[config.mk]
export PLATFORM = sky130hd
export DESIGN_NAME = if_fetch_stage
export DESIGN_NICKNAME = d
export VERILOG_FILES = /design/src/rtl/if_fetch_stage.sv
export SDC_FILE = /design/constraint.sdc
export NUM_CORES = 1
export LEC_CHECK = 0
export ABC_AREA = 1
export CORE_MARGIN = 2
export CORE_UTILIZATION = 46
export CTS_BUF_LIST = sky130_fd_sc_hd__clkbuf_8
export DETAILED_ROUTE_END_ITERATION = 16
export GPL_ROUTABILITY_DRIVEN = 0
export HOLD_SLACK_MARGIN = 0.02
export PLACE_DENSITY = 0.78
export SETUP_SLACK_MARGIN = 0.02
export SLEW_MARGIN = 20
export SYNTH_ARGS = -nofsm -noshare
export SYNTH_HDL_FRONTEND = slang
export SYNTH_SLANG_ARGS = --single-unit
[constraint.sdc]
create_clock -name clk -period 1.59 [get_ports clk]
set_input_delay 0.318 -clock clk [delete_from_list [all_inputs] [get_ports clk]]
set_output_delay 0.318 -clock clk [all_outputs]
set_load 0.005 [all_outputs]
[src/rtl/if_fetch_stage.sv]
// if_fetch_stage
//   Instruction-fetch stage with the IF/ID pipeline register folded in.
//   Presents PC_i to instruction memory, waits on a valid/ready handshake,
//   and loads the fetched word plus PC+4 into IF/ID. A one-entry buffer
//   catches a word that arrives while decode is stalled, so the PC can
//   advance without losing it. PC_Keep tells the PC register to hold.
//
// Ports
//   clk, reset         clock (rising edge), async active-low reset
//   PC_i               current PC; driven straight out as imem_addr
//   imem_req/addr      fetch request and address
//   imem_ready/rdata   memory response (rdata valid when ready=1)
//   ID_Stall           hazard unit: hold IF/ID
//   IF_Flush           taken branch/jump: kill IF, redirect PC
//   PC_Keep            1 = PC register holds (combinational)
//   IFID_Instr/PC4     registered instruction and its PC+4
//   IFID_Valid         1 = IFID_Instr is a real instruction
//   fetch_err          sticky fetch timeout flag
//
// Build option
//   FETCH_TIMEOUT_EN   adds an 8-bit wait counter; a fetch that stays
//                      unanswered for MAX_WAIT cycles is completed as a
//                      bubble and fetch_err is set. Undefined: waits forever,
//                      fetch_err tied to 0.

module if_fetch_stage #(
    parameter logic [31:0] NOP_INSTR = 32'h0000_0000,
    parameter int unsigned MAX_WAIT  = 15
) (
    input  logic        clk,
    input  logic        reset,
    input  logic [31:0] PC_i,
    output logic        imem_req,
    output logic [31:0] imem_addr,
    input  logic        imem_ready,
    input  logic [31:0] imem_rdata,
    input  logic        ID_Stall,
    input  logic        IF_Flush,
    output logic        PC_Keep,
    output logic [31:0] IFID_Instr,
    output logic [31:0] IFID_PC4,
    output logic        IFID_Valid,
    output logic        fetch_err
);

    localparam logic [1:0] S_IDLE = 2'd0;
    localparam logic [1:0] S_REQ  = 2'd1;
    localparam logic [1:0] S_HOLD = 2'd2;

    if (MAX_WAIT < 1 || MAX_WAIT > 255) begin : g_bad_max_wait
        $error("MAX_WAIT must be in 1..255");
    end

    logic [1:0]  state_q, state_d;
    logic [31:0] instr_q, instr_d;
    logic [31:0] pc4_q, pc4_d;
    logic        valid_q, valid_d;
    // Buffer occupancy is implied by S_HOLD, so no separate valid flag.
    logic [31:0] buf_instr_q, buf_instr_d;
    logic [31:0] buf_pc4_q, buf_pc4_d;
    logic [31:0] pc_plus4;
    logic        timeout;

    assign pc_plus4  = PC_i + 32'd4;   // wraps modulo 2^32
    assign imem_addr = PC_i;           // stable while waiting since PC_Keep=1

`ifdef FETCH_TIMEOUT_EN
    localparam logic [7:0] MAX_WAIT_C = 8'(MAX_WAIT);

    logic [7:0] wait_q, wait_d;
    logic       err_q, err_d;

    // Flush outranks a timeout landing in the same cycle.
    assign timeout = (state_q == S_REQ) && !imem_ready && !IF_Flush &&
                     (wait_q == MAX_WAIT_C);

    always_comb begin
        wait_d = wait_q + 8'd1;
        if (state_q != S_REQ || imem_ready || IF_Flush || timeout)
            wait_d = 8'd0;
        err_d = err_q | timeout;
    end

    always_ff @(posedge clk or negedge reset) begin
        if (!reset) begin
            wait_q <= 8'd0;
            err_q  <= 1'b0;
        end else begin
            wait_q <= wait_d;
            err_q  <= err_d;
        end
    end

    assign fetch_err = err_q;
`else
    assign timeout   = 1'b0;
    assign fetch_err = 1'b0;
`endif

    always_comb begin
        state_d     = state_q;
        instr_d     = instr_q;
        pc4_d       = pc4_q;
        valid_d     = valid_q;
        buf_instr_d = buf_instr_q;
        buf_pc4_d   = buf_pc4_q;
        imem_req    = 1'b0;
        PC_Keep     = 1'b1;
        case (state_q)
            S_IDLE: state_d = S_REQ;   // flush ignored here
            S_REQ: begin
                imem_req = 1'b1;
                if (IF_Flush) begin
                    // rdata this cycle is dropped; PC loads the redirect target
                    instr_d = NOP_INSTR;
                    valid_d = 1'b0;
                    PC_Keep = 1'b0;
                end else if (imem_ready) begin
                    PC_Keep = 1'b0;
                    if (ID_Stall) begin
                        // decode busy: park the word so the PC can move on
                        buf_instr_d = imem_rdata;
                        buf_pc4_d   = pc_plus4;
                        state_d     = S_HOLD;
                    end else begin
                        instr_d = imem_rdata;
                        pc4_d   = pc_plus4;
                        valid_d = 1'b1;
                    end
                end else if (timeout) begin
                    instr_d = NOP_INSTR;
                    valid_d = 1'b0;
                    PC_Keep = 1'b0;
                end else if (!ID_Stall) begin
                    instr_d = NOP_INSTR;   // bubble while memory is slow
                    valid_d = 1'b0;
                end
            end
            S_HOLD: begin
                if (IF_Flush) begin
                    instr_d = NOP_INSTR;
                    valid_d = 1'b0;
                    PC_Keep = 1'b0;
                    state_d = S_REQ;
                end else if (!ID_Stall) begin
                    instr_d = buf_instr_q;
                    pc4_d   = buf_pc4_q;
                    valid_d = 1'b1;
                    state_d = S_REQ;
                end
            end
            default: state_d = S_IDLE;
        endcase
    end

    always_ff @(posedge clk or negedge reset) begin
        if (!reset) begin
            state_q     <= S_IDLE;
            instr_q     <= NOP_INSTR;
            pc4_q       <= 32'd0;
            valid_q     <= 1'b0;
            buf_instr_q <= 32'd0;
            buf_pc4_q   <= 32'd0;
        end else begin
            state_q     <= state_d;
            instr_q     <= instr_d;
            pc4_q       <= pc4_d;
            valid_q     <= valid_d;
            buf_instr_q <= buf_instr_d;
            buf_pc4_q   <= buf_pc4_d;
        end
    end

    assign IFID_Instr = instr_q;
    assign IFID_PC4   = pc4_q;
    assign IFID_Valid = valid_q;

endmodule

---- Yosys cells after proc, flatten, opt, wreduce, memory -nomap -nowiden ----
Index checks and enable logic that the tools add are counted.
storage, ports and cells
  register bits after elaboration ......... 131
  word-level logic and storage cells ...... 56
operators by class
  $add $sub $neg .......................... 1
  equality and inequality tests ........... 11
  mux-type cells .......................... 30
  bitwise logic cells ..................... 1
  reduce and logical (&&, ||, !) cells .... 7
operators with widths
  cell                     count
  $mux W32                 11
  $pmux W32 S2             2
  $add A32 B3 Y32 const B  1
  $ne A2 B2 Y1 const B     6
  $mux W2                  5
  $mux W1                  9
  $reduce_and A4 Y1        2
  $ne A3 B3 Y1 const B     2
  $pmux W2 S3              1
  $reduce_and A6 Y1        1
  $ne A4 B4 Y1 const B     1
  $pmux W1 S2              2
  $reduce_and A3 Y1        1
  $eq A2 B1 Y1 const B     1
  $eq A2 B2 Y1 const B     1
  $logic_not A2 Y1         1
  $reduce_and A2 Y1        1
  $reduce_bool A2 Y1       1
  $not A1 Y1               1

---- Longest topological paths before layout ----
  depth in word-level cells ............... 5
  gate-level depth with buffers ........... 10
  gate-level depth less buffers ........... 10

---- Worst setup path before layout ----
Ideal clock, no wire load.
  path kind ............................... reg-to-reg
  start ................................... register state_q[1]
  end ..................................... register pc4_q[0] (netlist: IFID_PC4[0])
  setup time .............................. 127 ps
  arrival ................................. 1486 ps
  data required time ...................... 1463 ps
  path slack .............................. -23 ps
  stages on the path, launching flop included .. 10
  buffers on the path ..................... 2
  path through ............................ dfrtp_1 > inv_1 > ha_1 > inv_1 > nor2_1 > nor2_1 > nand3_1 > buf_2 > buf_2 > o21ai_0
on the way
  cells in the longest elaborated chain, start to end .. 3
RTL lines
  what                                                                 line  source
  start, declared                                                      54    logic [1:0] state_q, state_d;
  start signal, assigned                                               165   state_q <= state_d;
  $eq A2 B2 Y1 or $eq A2 B1 Y1 (tied branches)                         109   case (state_q)
  $ne A2 B2 Y1 (no source line) or $reduce_bool A2 Y1 (tied branches)  -
  $reduce_and A6 Y1 (no source line)                                   -
  end signal, assigned                                                 167   pc4_q <= pc4_d;
  end, declared                                                        56    logic [31:0] pc4_q, pc4_d;
Parallel ways exist; a longest one is shown, timed or not.
A chain may end at the register's enable or synchronous reset.

---- Final worst setup path ----
  start ................................... register state_q[1]
  end ..................................... output PC_Keep
on the way
  cells in the longest elaborated chain, start to end .. 2
RTL lines
  what                                          line  source
  $eq A2 B2 Y1 or $eq A2 B1 Y1 (tied branches)  109
  $pmux W1 S2 *                                 109
  end, declared                                 39    output logic PC_Keep,
Every way passes the cells marked *; elsewhere a longest branch is shown, timed or not.

==> results.md <==
* RSZ-0062 raised after global routing: true
* Status: complete, but fails checks
* CP required at 1.27 ns
* Via density at 5.49
* Starting Density at 47.1%
* Port Buffers at 167
* Final setup fails at 131
* Min-delay worst type: in -> async
* Critical Path AT at 1.53 ns
* Via count at 7492
* WS Path Type: reg -> out
* Clk sink count at 131
* Primary FF master, synth: dfrtp_1
* Syn_nets at 998
* # DRC at 0
* DP Area at 9030 sq um
* Critical path endpoint category: primary output
* Pwr dens at 1380 nW/um^2
* Initial antenna violation count at 0
* Cts bufs inserted at 17
* Util after Layout at 75.8%
* Final worst slack at -0.261 ns
* Worst vdd ir at 0.000827 V
* Worst clock skew at 0.00942 ns
* Fin area at 11000 sq um
* First-pass DRT Iterations at 5
* Seq cells post-synth at 131
* Top-count cell post-synth: nand2_1
* P&R area growth vs syn at 60.9%
* Chip width at 126 um
* Initial drt markers at 965
* Worst slack, placed at -0.537 ns
* Root Driver: clkbuf_8
* Final period util at 116%
* Fraction of registers with async set/reset at 100%
* Fin nets at 1240
* Hold_ws at 0.343 ns
* Total of max-cap violations at 0
* Post-Syn Area at 6820 sq um
* Io pins at 169
* H-tree levels at 4
* Layout cell share with drive strength beyond 1 at 27.9%
* Leakage Power at 5.56 nW
* Vias in the first global route at 6672
* Startpoint type of the worst setup path: flop
* Final slew viol count at 0
* Final Hold Vio Count at 0
* Post-synth top area share at 48.1%
* Top cells by count, synth: 318 x nand2_1, 145 x o21ai_0, 131 x dfrtp_1
* Drt wl/cell at 18.4 um
* R2r startpoint: state_q[1]
* Failing checks: negative setup slack
* Bufs on Longest Clock Path at 2
* Total grt overflow at 0
* Worst-path clk slew at 0.08 ns
* Most area-consuming cells after synthesis: dfrtp_1 48%, nand2_1 18%, o21ai_0 11%
* Critical Path Start: state_q[1]
* TritonCTS clock tree: built
* Clock Latency Late Sink at 0.46 ns
* Die area at 15800 sq um
* HPWL after DPL at 13200 um
* Die span in y at 126 um
* Fmax at 540 MHz
* Final min period at 1.85 ns
* Synth cell types at 25
* Setup_tns at -16.10 ns
* Post-synth EDFFs at 0
* Top cell type by total area after synthesis: dfrtp_1
* Worst-path fanout max at 2
* Avg Inst Size Synth at 7.37 sq um
* Largest net degree at the start of global routing at 67
* First-pass GRT wire length at 33300 um
* ANT nets after route at 0
* Row cnt at 44
* Synth Warn # at 0
* Gate Count Post-Synth at 925
* Routed WL at 25100 um
* Antenna diode count at 0
* GRT Resource Usage Total at 26.3%
* Core ar. at 14500 sq um
* Sequential share of the synthesized area at 48.1%
==> what timing repair did <==
item	CTS	global route
setup buffers	17	13
pin swaps	6	27
hold endpoints to repair	33	0
gates resized for setup	198	251
hold buffers	1	0
gates cloned	10	10
endpoints found under the setup margin	210	134
==> cells by family (layout without fill, tap and decap cells) <==
family                   after synthesis  in the layout  share of synthesized area (%)
AND/OR/NAND/NOR                      421            421                           24.1
AO/OA/AOI/OAI                        192            192                           14.4
buffers and inverters                167            422                           11.4
flip-flops                           131            131                           48.1
XOR/XNOR                               9              9                           1.16
adder cells (fa/ha/maj)                4              4                          0.734
other                                  1              1                         0.0550
==> cell usage in the layout (no fill, tap or decap), types with 3 or more instances in the layout <==
master           count
clkbuf_16            8
o21ai_1             38
nor2_2              16
xnor2_1              5
o21ai_2             42
clkinv_2             4
a31oi_1             10
buf_4               78
buf_12              21
nand2_1            250
a21oi_2             16
inv_2                4
o21a_1               3
buf_8                3
nor2_4               7
clkdlybuf4s50_1     67
xor2_1               4
nor2_1              49
clkbuf_8            19
ha_4                 3
nand2_2             34
o21ai_0             77
dlygate4sd2_1       95
buf_16               9
dfrtp_1            131
nand2_4             34
inv_1               88
nand3_1             28
buf_6               13
==> sequential cells by signal, summed over array words and instances (netlist names) <==
| register | count |
|---|---|
| IFID_PC4 | 32 |
| buf_instr_q | 32 |
| buf_pc4_q | 32 |
| IFID_Valid | 1 |
| IFID_Instr | 32 |
| state_q | 2 |
==> power by group <==
part | switching [mW] | leakage, nW | internal (mW) | total (mW)
logic | 3.14 | 3.70 | 3.24 | 6.38
clock network | 1.36 | 0.210 | 1.44 | 2.80
registers | 1.08 | 1.65 | 4.82 | 5.90
==> routing by layer <==
metal / global-route usage [%] / share of wire, %
met2: 43.8 / 49
met4: 8.37 / 3.7
met5: 0 / 0
met3: 5.61 / 8.2
met1: 34.4 / 39
==> metrics by stage <==
step	total power [mW]	instances
after floorplan	7.62	925
after global placement	10.2	1284
after detailed placement	10.4	1284
after CTS	13.4	1344
after global routing	15.9	1364
final	15.1	1364
==> area by class of cell <==
cell class                 count  area, sq um
clock buffer                  19          262
clock inverter                13          120
fill                         940         3510
inverter                      92          384
multi-input combinational    627         3500
sequential                   131         3280
tap                          184          230
timing repair buffer         297         3180
timing repair inverter         1         16.3
==> worst max-delay path, cell delays in order, from the launching register on <==
cell and delay, ns:
dfrtp_1 0.41, inv_2 0.09, ha_4 0.18, inv_4 0.06
nor2_4 0.04, o21ai_2 0.12, nand2_2 0.07, buf_6 0.11
==> final timing paths <==
kind	to	slack, ns	cells after the start
max	PC_Keep	-0.26	7
min	IFID_Instr[7]	0.34	2
max reg2reg	buf_instr_q[23]	-0.22	10
min reg2reg	IFID_PC4[27]	0.48	2
max in group asynchronous	buf_pc4_q[24]	0.69	3
min in group clk	buf_instr_q[11]	0.42	3
Power figures use the tool's default switching activity.
